$ cat src/rtl/imem_loader.sv
// imem_loader: streams a length-prefixed, XOR-checksummed byte image into
// the 256x16 instruction memory and keeps the core stalled until a load
// completes with a good checksum.
module imem_loader #(
  parameter logic [7:0]  BASE_ADDR      = 8'd0,
  parameter int unsigned TIMEOUT_CYCLES = 1000
) (
  input  logic        clk,
  input  logic        reset,
  input  logic        start,
  input  logic [7:0]  rx_data,
  input  logic        rx_valid,
  output logic        rx_ready,
  output logic        mem_we,
  output logic [7:0]  mem_addr,
  output logic [15:0] mem_wdata,
  output logic        cpu_hold,
  output logic        load_done,
  output logic        load_error,
  output logic [8:0]  words_written
);

  typedef enum logic [2:0] {
    S_IDLE, S_LEN, S_HI, S_LO, S_WRITE, S_CSUM, S_DONE, S_ERR
  } state_t;

  state_t      state, state_nx;
  logic [8:0]  len;
  logic [7:0]  hi;
  logic [7:0]  csum;
  logic [31:0] tmo_cnt;
  logic        hs;
  logic        tmo_hit;

  // Status outputs are pure functions of state, so start/reset clear them
  // on the same edge that leaves DONE/ERR.
  assign rx_ready   = (state == S_LEN) || (state == S_HI) ||
                      (state == S_LO)  || (state == S_CSUM);
  assign load_done  = (state == S_DONE);
  assign load_error = (state == S_ERR);
  assign cpu_hold   = (state != S_DONE);
  assign hs         = rx_valid & rx_ready;
  // Fires on the idle edge that would bring the counter to TIMEOUT_CYCLES.
  assign tmo_hit    = (TIMEOUT_CYCLES != 0) && rx_ready && !hs &&
                      (tmo_cnt == TIMEOUT_CYCLES - 1);

  // State register.
  always_ff @(posedge clk or posedge reset) begin
    if (reset) state <= S_IDLE;
    else       state <= state_nx;
  end

  // Next-state logic.
  always_comb begin
    state_nx = state;
    case (state)
      S_IDLE, S_DONE, S_ERR: if (start) state_nx = S_LEN;
      S_LEN:   if (hs) state_nx = S_HI; else if (tmo_hit) state_nx = S_ERR;
      S_HI:    if (hs) state_nx = S_LO; else if (tmo_hit) state_nx = S_ERR;
      S_LO:    if (hs) state_nx = S_WRITE; else if (tmo_hit) state_nx = S_ERR;
      S_WRITE: state_nx = (words_written + 9'd1 == len) ? S_CSUM : S_HI;
      S_CSUM: begin
        if (hs)           state_nx = (rx_data == csum) ? S_DONE : S_ERR;
        else if (tmo_hit) state_nx = S_ERR;
      end
      default: state_nx = S_IDLE;
    endcase
  end

  // Datapath: length/byte latches, running checksum, write port, timeout.
  always_ff @(posedge clk or posedge reset) begin
    if (reset) begin
      len           <= '0;
      hi            <= '0;
      csum          <= '0;
      tmo_cnt       <= '0;
      mem_we        <= 1'b0;
      mem_addr      <= '0;
      mem_wdata     <= '0;
      words_written <= '0;
    end else begin
      mem_we <= 1'b0;
      case (state)
        S_IDLE, S_DONE, S_ERR: begin
          if (start) begin
            words_written <= '0;
            csum          <= '0;
            tmo_cnt       <= '0;
          end
        end
        S_LEN: begin
          if (hs) begin
            len  <= (rx_data == 8'd0) ? 9'd256 : {1'b0, rx_data};
            csum <= csum ^ rx_data;
          end
        end
        S_HI: begin
          if (hs) begin
            hi   <= rx_data;
            csum <= csum ^ rx_data;
          end
        end
        S_LO: begin
          if (hs) begin
            csum      <= csum ^ rx_data;
            mem_wdata <= {hi, rx_data};
            mem_addr  <= BASE_ADDR + words_written[7:0];
            mem_we    <= 1'b1;
          end
        end
        S_WRITE: words_written <= words_written + 9'd1;
        default: ;
      endcase
      // Idle counter only runs while waiting for a byte; saturates so a
      // disabled timeout never wraps.
      if (rx_ready) begin
        if (hs)                tmo_cnt <= '0;
        else if (tmo_cnt != '1) tmo_cnt <= tmo_cnt + 32'd1;
      end
    end
  end

endmodule
$ cat config.mk
export PLATFORM = sky130hd
export DESIGN_NAME = imem_loader
export DESIGN_NICKNAME = d
export VERILOG_FILES = /design/src/rtl/imem_loader.sv
export SDC_FILE = /design/constraint.sdc
export NUM_CORES = 1
export LEC_CHECK = 0
export CORE_ASPECT_RATIO = 1.5
export CORE_MARGIN = 2
export CORE_UTILIZATION = 34
export CTS_BUF_LIST = sky130_fd_sc_hd__clkbuf_8 sky130_fd_sc_hd__clkbuf_16
export DETAILED_ROUTE_END_ITERATION = 10
export MAX_ROUTING_LAYER = met4
export SYNTH_ARGS = -nofsm -noshare
export SYNTH_HDL_FRONTEND = slang
export SYNTH_SLANG_ARGS = --single-unit
$ cat constraint.sdc
create_clock -name clk -period 4 [get_ports clk]
set_clock_uncertainty 0.15 [all_clocks]
set_input_delay 0.6 -clock clk [delete_from_list [all_inputs] [get_ports clk]]
set_output_delay 0.6 -clock clk [all_outputs]
set_load 0.02 [all_outputs]
Yosys cells after proc, flatten, opt, wreduce, memory -nomap -nowiden
Index checks and enable logic that the tools add are counted.
{"block": "classes", "n_addsub": 2, "n_eq_ne": 14, "muxes": 22, "n_bitwise": 2, "n_reduce_logical": 17}
{"op": "$mux W32", "count": 5}
{"op": "$add A32 B1 Y32 const B", "count": 1}
{"op": "$eq A32 B10 Y1 const B", "count": 1}
{"op": "$ne A32 B32 Y1 const B", "count": 1}
{"op": "$mux W3", "count": 7}
{"op": "$mux W9", "count": 2}
{"op": "$pmux W3 S6", "count": 1}
{"op": "$pmux W9 S2", "count": 1}
{"op": "$mux W8", "count": 2}
{"op": "$pmux W8 S2", "count": 1}
{"op": "$eq A3 B3 Y1 const B", "count": 4}
{"op": "$add A9 B1 Y9 const B", "count": 1}
{"op": "$eq A9 B9 Y1", "count": 1}
{"op": "$eq A8 B8 Y1", "count": 1}
{"op": "$logic_not A8 Y1", "count": 1}
{"op": "$reduce_and A2 Y1", "count": 4}
{"op": "$xor A8 B8 Y8", "count": 1}
{"op": "$eq A3 B2 Y1 const B", "count": 2}
{"op": "$reduce_or A3 Y1", "count": 2}
{"op": "$reduce_bool A2 Y1", "count": 2}
{"op": "$eq A3 B1 Y1 const B", "count": 1}
{"op": "$logic_not A3 Y1", "count": 1}
{"op": "$logic_or A1 B1 Y1", "count": 3}
{"op": "$mux W1", "count": 3}
{"op": "other kinds (7)", "count": 8}
{"block": "totals", "register_bits": 94, "input_bits": 12}

Longest topological paths before layout
Gate-level depths: netlist (run 1).
{"block": "logic_depth", "ltp_word": 11, "mapped_depth": 8, "mapped_depth_nobuf": 8}

Worst setup path before layout (run 1)
No wires, ideal clock.
{"block": "synth_timing", "kind": "flip-flop to flip-flop", "startpoint": "register words_written[0]", "endpoint": "register state[0]", "setup_ns": 0.066, "arrival_time_ns": 2.426, "required_ns": 3.784, "path_slack_ns": 1.358, "path_stages_with_launch": 9, "period_less_slack_ns": 2.642, "path_cell_list": "dfrtp_1 -> ha_1 -> and3_4 -> or4_1 -> o22ai_1 -> nor3_1 -> or4_4 -> o211ai_2 -> o31a_1"}
{"block": "synth_via", "elab_chain_cells": 4}
{"item": "start: declaration", "line_no": "20", "text": "output logic [8:0] words_written"}
{"item": "start signal: assignment", "line_no": "111", "text": "S_WRITE: words_written <= words_written + 9'd1;"}
{"item": "$add A9 B1 Y9", "line_no": "61", "text": "S_WRITE: state_nx = (words_written + 9'd1 == len) ? S_CSUM : S_HI;"}
{"item": "$eq A9 B9 Y1", "line_no": "61"}
{"item": "$mux W3", "line_no": "61"}
{"item": "$pmux W3 S6", "line_no": "56", "text": "case (state)"}
{"item": "end signal: assignment", "line_no": "50", "text": "else state <= state_nx;"}
{"item": "end: declaration", "line_no": "27", "text": "state_t state, state_nx;"}
No other way between the ends.
A chain may end at the register's enable or synchronous reset.

Worst setup path in the final report (run 1)
{"block": "layout_timing", "startpoint": "register tmo_cnt[0]", "endpoint": "register tmo_cnt[19]"}
{"block": "layout_via", "elab_chain_cells": 4, "word_cells_on_any_way": 5, "classes_between": "add/sub: 1; eq/ne: 1; mux: 3"}
{"item": "start: declaration", "line_no": "31", "text": "logic [31:0] tmo_cnt;"}
{"item": "start signal: assignment", "line_no": "118", "text": "else if (tmo_cnt != '1) tmo_cnt <= tmo_cnt + 32'd1;"}
{"item": "$add A32 B1 Y32 or $ne A32 B32 Y1 (tied branches)", "line_no": "118"}
{"item": "$mux W32 *", "line_no": "118"}
{"item": "$mux W32 *", "line_no": "117", "text": "if (hs) tmo_cnt <= '0;"}
{"item": "$mux W32 *", "line_no": "116", "text": "if (rx_ready) begin"}
Every way passes the cells marked *; elsewhere a longest branch is shown, timed or not.

==> qor.csv, run 1 <==
stage,metric,value,unit
floorplan,# IOs,50,
synthesis,Post-synth top cells,"117 x nand2_1, 94 x dfrtp_1, 58 x o21ai_0",
placement,Placed Area,5854,um^2
route,final WL,14190,um
global_route,global-route usage over all layers,18.30,%
route,drt via density,5.585,
setup_path,CP max FO,24,
global_route,initial antenna violation count,0,
final_layout,nets,657,
cts,CTS tree,done,
timing,final worst-path cycle share,80.34,%
synthesis,"Seq/Total Area, Yosys",45.58,%
setup_path,Reg2Reg Setup Slack,0.79,ns
setup_path,"delay-heaviest family, CP",simple AND/OR/NAND/NOR gates,
floorplan,core area,15000,um^2
pwr,Static Leak,2.626,nW
setup_path,worst r2r dst,tmo_cnt[19],
hold_path,hold path endpoint,mem_wdata[14],
timing,"Hold Violations, Final",0,
status,outcome,finished clean,
route,TritonRoute pass-1 iters,4,
timing,RSZ-0062 raised after global routing,no,
final_layout,"Design Area, Final",6158,um^2
cts,CTS Hold Bufs,0,
final_layout,area grow syn2layout,19.32,%
setup_path,Worst path max stage delay,0.48,ns
setup_path,CP required,4.09,ns
timing,Worst-Margin Slew,0.7458,ns
floorplan,# rows,55,
setup_path,critical path buffer and inverter count,0,
cts,Worst-Skew Late Latency,0.35,ns
placement,I/O Buffers,49,
synthesis,Post-Syn Instances,599,
synthesis,prevailing post-synth register cell,dfrtp_1,
placement,HPWL after detailed placement,9951,um
floorplan,die span in y,154.9,um
setup_path,FF-to-FF path depth,8,
cts,clock tree buffer depth,2,
synthesis,post-synth top area share,45.58,%
global_route,gr ovfl total,0,
setup_path,Worst R2R Start,tmo_cnt[0],
global_route,largest net degree at the start of global routing,95,
route,Starting DRT DRC Count,245,
placement,Final Wtd Congestion,0.8930,
route,DRC,0,
final_layout,antenna cell count,0,
timing,Tmin final,3.214,ns
synthesis,Mapped Area,5161,um^2
final_layout,# fillers,1544,
synthesis,syn_nets,614,
floorplan,die width,104.6,um
placement,DP Cell Count,830,
cts,clk sink count,94,
synthesis,biggest area consumer among synthesized cells,dfrtp_1,
cts,Inserted Clock Buffers,9,
synthesis,top-count cell post-synth,nand2_1,
global_route,vias in the first global route,4610,
cts,setup bufs post-CTS,0,
cts,# H-tree levels,3,
setup_path,CP max stage cell,or3_1,
setup_path,Setup crit start kind,flop,
run,max cap viols,0,
synthesis,Cell variety after synth,62,
final_layout,final std cells w/o fill,846,
setup_path,Worst Path Arrival,3.30,ns
final_layout,share of cells above drive strength 1,8.501,%
route,count of antenna-violating nets left after detailed routing,0,
pwr,Peak VDD IR,0.0003096,V
floorplan,Initial Util,34.40,%
synthesis,"Avg Cell Area, Syn",8.616,um^2
cts,clock-pin slew on the worst setup and hold paths,0.08,ns
cts,Root Buffer,clkbuf_16,
synthesis,synth warn,0,
timing,TNS Setup,0,ns
timing,final setup fails,0,
global_route,global-route wire length before repair,23350,um
timing,Max Transition Viols Final,0,
setup_path,crit path cell chain,ha_1 > nand3_1 > or3_1 > nand4bb_4 > nor2_4 > nor2_1 > a21o_1 > a22o_1,
synthesis,"FF+latch count, synth",94,
cts,# resized after CTS,0,
hold_path,hold path depth,2,
synthesis,Post-synth ARST share,100.0,%
synthesis,synth top area cells,"dfrtp_1 46%, nand2_1 8.5%, o21ai_0 5.6%",
pwr,PD cells,606.8,nW/um^2
route,routed via count,4725,
route,DR WL/cell,16.77,um
hold_path,hold path start,hi[6],
hold_path,HP Class,flop to flop,
setup_path,crit path capture type,flop,
synthesis,"EDFF count, synth",0,
timing,Max-slew headroom,50.10,%
timing,Fmax,311.2,MHz
floorplan,die area,16200,um^2
setup_path,Crit Path Class,flop to flop,
[cell families (layout without fill, tap and decap cells)]
| logic type | after synthesis | in the layout | synth area share (%) |
|---|---|---|---|
| AOI/OAI and AO/OA | 151 | 151 | 17.26 |
| and+or+nand+nor | 283 | 283 | 27.81 |
| adders and majority gates | 3 | 3 | 0.7274 |
| xor gates and xnor gates | 11 | 11 | 1.867 |
| muxes | 16 | 16 | 3.491 |
| DFF | 94 | 94 | 45.58 |
| buffers and inverters | 41 | 89 | 3.272 |
[metrics by stage]
step / hold slack [ns] / total power, W / util, % / setup WS, ns
global placement: 0.2966 / 0.002832 / 39.02 / 0.9528
detailed placement: 0.3046 / 0.002879 / 39.02 / 0.8596
floorplan: 0.2848 / 0.002356 / - / 0.8013
global route: 0.3553 / 0.003986 / 41.05 / 0.5566
finish: 0.3228 / 0.003737 / 41.05 / 0.7863
CTS: 0.3272 / 0.003764 / 41.05 / 0.8257
[worst min-delay path, cell delays in order (launching register included)]
cell and delay, ns:
dfrtp_1 0.35, nand2_1 0.05, nand2_1 0.05
[state kept, by name (all words and copies together), names as in the netlist]
signal and count:
tmo_cnt 32, mem_wdata 16, len 9, words_written 9, csum 8, hi 8, mem_addr 8, state 3
mem_we 1
[placed cells by master (no fill, tap or decap), drive strengths merged, types with 10 or more instances in the layout]
cell,count
nand2,117
clkdlybuf4s50,49
nor2,41
mux2,16
a31oi,14
nor3,23
nand2b,13
nand3,24
nor4,11
a21oi,33
and3,10
nand4,13
inv,20
dfrtp,94
o21ai,65
[worst max path at each step]
stage / cells after the start / start / to / slack [ns]
finish: 8 / tmo_cnt[0] / tmo_cnt[19] / 0.79
global route: 8 / tmo_cnt[0] / tmo_cnt[22] / 0.56
CTS: 8 / tmo_cnt[0] / tmo_cnt[19] / 0.83
detailed placement: 8 / tmo_cnt[0] / tmo_cnt[19] / 0.86
global placement: 8 / tmo_cnt[0] / tmo_cnt[22] / 0.95
floorplan: 1 / reset / csum[0] / 0.80
[area by class of cell]
type                       count  area (um^2)  share of cell area [%]
clock buffer                   9        225.2                   3.657
clock inverter                 7        78.83                   1.280
inverter                      19        72.57                   1.178
multi-input combinational    464         2640                   42.87
sequential                    94         2352                   38.20
tap                          199        249.0                   4.043
timing repair buffer          54        540.5                   8.777
[where the power goes]
part	internal [W]	leakage [nW]	total (W)	switching, W
Clock	0.000443	0.148	0.000870	0.000427
Sequential	0.00120	1.25	0.00141	0.000211
Combinational	0.000618	1.23	0.00146	0.000841
[layer usage]
metal | global-route usage [%] | up-vias | part of all wire [%]
met5 | - | - | 0
met3 | 2.849 | 27 | 3.7
li1 | - | 2235 | -
met1 | 20.52 | 2322 | 41
met4 | 7.302 | 0 | 2.6
met2 | 32.59 | 141 | 53
Note: power is estimated with default switching activity, not from simulation.
==> run 2, diff against run 1 <==
clock period = 2.64 ns   (was 4 ns; I/O delays follow)
==> run 2 against run 1 <==
Net effect: sequential share of layout area decreased by 2.3 points; critical path type unchanged; sequential cell count unchanged; hold slack got worse by 0.012 ns; via count increased by 5.5%; clock power increased by 61%; maximum frequency increased by 26%; critical path depth unchanged; largest power group unchanged; core utilization increased by 2.7 points; cell area increased by 6.5%; combinational power increased by 69%.
==> qor.csv, run 2 (synthesis results as in run 1) <==
stage,metric,value,unit,change
global_route,largest net degree at the start of global routing,38,,-60%
cts,Root Buffer,clkbuf_16,,
final_layout,"commonest non-fill, non-tap cell in the layout",nand2_1,,
final_layout,final std cells w/o fill,891,,+5.3%
placement,Final Wtd Congestion,0.8776,,-1.7%
route,final WL,15760,um,+11%
final_layout,storage element area,2356,um^2,+0.16%
final_layout,multi-input logic area,2650,um^2,+0.38%
cts,Inserted Clock Buffers,9,,unchanged
global_route,gr ovfl total,0,,unchanged
timing,"Hold Violations, Final",0,,unchanged
global_route,global-route usage over all layers,20.50,%,+2.2 points
setup_path,Worst R2R Start,words_written[0],,
cts,setup bufs post-CTS,0,,unchanged
final_layout,"Most flops, register",tmo_cnt,,
pwr,PD cells,911.6,nW/um^2,+50%
floorplan,# rows,55,,unchanged
placement,HPWL after detailed placement,11570,um,+16%
cts,clock-pin slew on the worst setup and hold paths,0.07,ns,about the same
floorplan,Initial Util,34.40,%,unchanged
timing,hold_ws,0.3107,ns,-0.01215 ns
setup_path,worst r2r dst,state[0],,
pwr,Comb power frac,41.3,%,+2.2 points
floorplan,die span in y,154.9,um,unchanged
floorplan,die area,16200,um^2,unchanged
final_layout,most frequent cells in the layout,"117 x nand2_1, 91 x dfrtp_1, 58 x o21ai_0",,
global_route,initial antenna violation count,0,,unchanged
setup_path,"delay-heaviest family, CP",simple AND/OR/NAND/NOR gates,,
hold_path,HP Class,input port to asynchronous set/reset pin,,
cts,Worst-Skew Late Latency,0.35,ns,about the same
cts,# H-tree levels,3,,unchanged
cts,CTS tree,done,,
route,DR WL/cell,17.69,um,+5.5%
final_layout,antenna cell count,0,,unchanged
route,routed via count,4983,,+5.5%
final_layout,# fillers,1559,,+0.97%
setup_path,FF-to-FF path depth,8,,unchanged
status,outcome,finished clean,,
setup_path,CP required,2.76,ns,-1.33 ns
floorplan,die width,104.6,um,unchanged
timing,RSZ-0062 raised after global routing,no,,
placement,Placed Area,6233,um^2,+6.5%
setup_path,Setup crit start kind,flop,,
timing,final worst-path cycle share,96.27,%,+16 points
setup_path,Worst Path Arrival,2.67,ns,-0.63 ns
floorplan,# IOs,50,,unchanged
global_route,vias in the first global route,5126,,+11%
pwr,Peak VDD IR,0.0005654,V,+83%
timing,Fmax,393.5,MHz,+26%
final_layout,nets,702,,+6.8%
route,TritonRoute pass-1 iters,4,,unchanged
placement,DP Cell Count,875,,+5.4%
route,DRC,0,,unchanged
route,Starting DRT DRC Count,230,,-6.1%
route,drt via density,5.593,,+0.13%
timing,Tmin final,2.542,ns,-0.6722 ns
floorplan,core area,15000,um^2,unchanged
setup_path,critical path buffer and inverter count,0,,unchanged
pwr,Static Leak,2.878,nW,+9.6%
global_route,global-route wire length before repair,25860,um,+11%
timing,TNS Setup,0,ns,unchanged
pwr,internal cell power,0.003661,W,+62%
setup_path,crit path capture type,flop,,
pwr,Sw Pwr,0.002318,W,+57%
pwr,Total Power,0.005979,W,+60%
setup_path,crit path cell chain,ha_1 > and3_4 > or4_1 > o22ai_1 > nor3_1 > or4_4 > o211ai_2 > o31a_1,,
final_layout,area grow syn2layout,27.08,%,
run,max cap viols,0,,unchanged
final_layout,share of cells above drive strength 1,15.17,%,+6.7 points
final_layout,max reg flops,32,,unchanged
final_layout,"Design Area, Final",6559,um^2,+6.5%
placement,I/O Buffers,49,,unchanged
pwr,Net Sw Frac,38.77,%,-0.83 points
setup_path,CP max stage cell,or4_4,,
timing,Max-slew headroom,53.26,%,+3.2 points
cts,clk sink count,94,,unchanged
cts,clock tree buffer depth,2,,unchanged
pwr,Clock Power Share,23.4,%,about the same
setup_path,Crit Path Class,flop to flop,,
pwr,Seq pwr share,35.3,%,-2.4 points
setup_path,Reg2Reg Setup Slack,0.1,ns,-0.69 ns
setup_path,CP max FO,4,,-83%
timing,final setup fails,0,,unchanged
timing,Worst-Margin Slew,0.6985,ns,-0.04726 ns
setup_path,Worst path max stage delay,0.55,ns,+0.07 ns
route,count of antenna-violating nets left after detailed routing,0,,unchanged
timing,Max Transition Viols Final,0,,unchanged
final_layout,biggest regs,"tmo_cnt x32, mem_wdata x16",,
[run 2: cell type report]
class / count / share of cell area (%)
well taps: 199 / 3.796
inverters: 19 / 1.145
clock inverters: 7 / 1.297
flip-flops and latches: 94 / 35.92
repair buffers: 99 / 14.00
clock buffers: 9 / 3.434
multi-input cells: 464 / 40.40
[run 2: power groups by stage]
stage	Sequential (W)	Clock (W)	Combinational [W]
global placement	0.00211	0	0.00242
floorplan	0.00224	0	0.00133
CTS	0.00211	0.00143	0.00248
global route	0.00216	0.00147	0.00271
finish	0.00211	0.00140	0.00247
detailed placement	0.00212	0	0.00247
[run 2: repair_timing]
item | CTS | global route
gates resized for setup | 1 | 4
hold buffers | 0 | 0
gates cloned | 0 | 0
setup endpoints to repair | 1 | 13
pin swaps | 0 | 0
[run 2: metal layers]
layer	global-route usage, %	vias up	share of wire (%)	routed length, um
li1	-	2319	-	-
met5	-	-	0	0
met1	21.52	2444	39	6088
met4	9.206	0	3.8	595
met3	3.268	42	4.2	656
met2	37.66	178	53	8418
[run 2: metrics by stage]
stage / util (%) / setup slack (ns)
after global routing: 43.72 / 0.02249
after CTS: 43.63 / 0.02983
after global placement: 41.55 / 0.09100
after floorplan: - / 0.04866
final: 43.72 / 0.09848
after detailed placement: 41.55 / 0.04713
[run 2: worst max-delay path by stage]
stage,start,endpoint,cells past startpoint
finish,words_written[0],state[0],8
global route,words_written[0],state[0],8
CTS,tmo_cnt[0],tmo_cnt[0],8
detailed placement,tmo_cnt[0],tmo_cnt[0],8
global placement,tmo_cnt[0],tmo_cnt[0],8
floorplan,words_written[1],state[0],8
==> run 3, diff against run 2 <==
CORE_ASPECT_RATIO = 1.25   (was 1.5)
CTS_BUF_LIST = unset   (was sky130_fd_sc_hd__clkbuf_8 sky130_fd_sc_hd__clkbuf_16)
==> run 3 against run 2 <==
Net effect: combinational power is 2% lower; via count down 2.3%; clock-buffer cell count stayed put; wire length fell by 6.9%; critical path depth fell by 4; clock power hardly changed; critical path type is now flop to primary output; largest cell class unchanged; largest power group unchanged.
==> qor.csv, run 3 (synthesis results as in run 1) <==
stage,metric,value,unit,change
final_layout,biggest regs,"tmo_cnt x32, mem_wdata x16",,
pwr,Sw Pwr,0.002286,W,-1.4%
cts,clock-pin slew on the worst setup and hold paths,0.08,ns,about the same
final_layout,max reg flops,32,,unchanged
pwr,Total Power,0.005921,W,-0.96%
route,count of antenna-violating nets left after detailed routing,0,,unchanged
floorplan,die area,16190,um^2,about the same
global_route,vias in the first global route,4926,,-3.9%
floorplan,Initial Util,34.66,%,+0.26 points
timing,final setup fails,0,,unchanged
final_layout,nets,699,,-0.43%
timing,Tmin final,2.593,ns,+0.05129 ns
setup_path,CP required,2.09,ns,-0.67 ns
cts,clk sink count,94,,unchanged
route,TritonRoute pass-1 iters,6,,+2
global_route,global-route usage over all layers,19.99,%,-0.52 points
timing,Worst-Margin Slew,0.7107,ns,+0.01220 ns
final_layout,# fillers,1475,,-5.4%
floorplan,die span in y,141.8,um,-8.5%
setup_path,crit path capture type,primary output,,
timing,TNS Setup,0,ns,unchanged
setup_path,Worst Path Arrival,2.05,ns,-0.62 ns
setup_path,Setup crit start kind,flop,,
pwr,Static Leak,2.827,nW,-1.8%
final_layout,storage element area,2356,um^2,unchanged
floorplan,# IOs,50,,unchanged
global_route,global-route wire length before repair,25270,um,-2.3%
status,outcome,finished clean,,
hold_path,HP Class,input port to asynchronous set/reset pin,,
route,Starting DRT DRC Count,382,,+66%
final_layout,"commonest non-fill, non-tap cell in the layout",nand2_1,,
pwr,Clock Power Share,23.6,%,+0.2 points
final_layout,area grow syn2layout,25.36,%,
final_layout,"Most flops, register",tmo_cnt,,
floorplan,die width,114.2,um,+9.2%
route,DRC,0,,unchanged
pwr,Peak VDD IR,0.0004356,V,-23%
pwr,internal cell power,0.003635,W,-0.70%
timing,Max-slew headroom,52.44,%,-0.82 points
floorplan,core area,14890,um^2,-0.75%
final_layout,multi-input logic area,2656,um^2,+0.24%
route,final WL,14660,um,-6.9%
setup_path,CP max FO,15,,+11
placement,I/O Buffers,49,,unchanged
placement,HPWL after detailed placement,10540,um,-8.9%
setup_path,Reg2Reg Setup Slack,0.14,ns,+0.04 ns
cts,CTS tree,done,,
run,max cap viols,0,,unchanged
cts,clock tree buffer depth,2,,unchanged
cts,Worst-Skew Late Latency,0.36,ns,about the same
global_route,largest net degree at the start of global routing,36,,-5.3%
global_route,gr ovfl total,0,,unchanged
route,drt via density,5.588,,about the same
timing,"Hold Violations, Final",0,,unchanged
route,DR WL/cell,16.83,um,-4.8%
global_route,initial antenna violation count,0,,unchanged
pwr,Net Sw Frac,38.61,%,-0.16 points
pwr,Comb power frac,41.0,%,-0.3 points
timing,Max Transition Viols Final,0,,unchanged
cts,Root Buffer,clkbuf_16,,
pwr,Seq pwr share,35.4,%,about the same
timing,final worst-path cycle share,98.21,%,+1.9 points
timing,Fmax,385.7,MHz,-2.0%
floorplan,# rows,50,,-9.1%
cts,setup bufs post-CTS,0,,unchanged
route,routed via count,4867,,-2.3%
cts,# H-tree levels,3,,unchanged
setup_path,Crit Path Class,flop to primary output,,
final_layout,most frequent cells in the layout,"117 x nand2_1, 91 x dfrtp_1, 58 x o21ai_0",,
cts,Inserted Clock Buffers,9,,unchanged
pwr,PD cells,915.2,nW/um^2,+0.40%
timing,RSZ-0062 raised after global routing,no,,
final_layout,share of cells above drive strength 1,14.95,%,-0.22 points
final_layout,antenna cell count,0,,unchanged
placement,Final Wtd Congestion,0.9179,,+4.6%
-- run 3: worst paths after layout --
kind                                       start       endpoint  depth (start not counted)
worst min register to register             hi[2]  mem_wdata[10]                          2
worst max-delay path                    state[0]      load_done                          4
worst min-delay path                       reset    tmo_cnt[26]                          2
worst max register to register  words_written[0]       state[0]                          8
max in group asynchronous                  reset          hi[2]                          3
min in group clk                           hi[2]  mem_wdata[10]                          2
-- run 3: power by group through the flow --
stage / logic, W / clock network (W) / registers [W]
after floorplan: 0.00133 / 0 / 0.00224
after global placement: 0.00238 / 0 / 0.00210
after detailed placement: 0.00241 / 0 / 0.00211
after CTS: 0.00243 / 0.00143 / 0.00209
after global routing: 0.00269 / 0.00149 / 0.00215
final: 0.00243 / 0.00140 / 0.00209
-- run 3: area by class of cell --
cell class | count | area share [%]
tap | 182 | 3.520
clock buffer | 9 | 3.481
clock inverter | 7 | 1.334
timing repair buffer | 96 | 13.03
inverter | 19 | 1.160
sequential | 94 | 36.41
multi-input combinational | 464 | 41.06
-- run 3: layer usage --
layer	up-vias	GRT usage [%]	share of wire, %
met5	-	-	0
met3	23	3.460	4.5
met2	141	34.12	51
li1	2314	-	-
met1	2389	24.12	42
met4	0	6.098	1.8
-- run 3: critical path, cell delays in order, from the launching register on --
cell,delay [ns]
dfrtp_2,0.50
nand2b_1,0.22
or2_2,0.32
inv_1,0.06
clkdlybuf4s50_1,0.59
-- run 3: timing repair --
item | 4_1_cts | 5_1_grt
pin swaps | 0 | 1
endpoints found under the setup margin | 1 | 5
resized for setup | 1 | 4
hold buffers | 0 | 0
-- run 3: through the flow --
step	worst slack (ns)	cell area (um^2)	utilization (%)	hold WS (ns)	std cells
2_1_floorplan	0.04866	5166	-	0.2848	599
3_3_place_gp	0.1595	6140	41.24	0.3057	855
3_5_place_dp	0.1501	6140	41.24	0.3065	855
4_1_cts	0.03676	6452	43.34	0.1952	871
5_1_grt	0.001472	6470	43.45	0.2116	871
6_report	0.04719	6470	43.45	0.1916	871
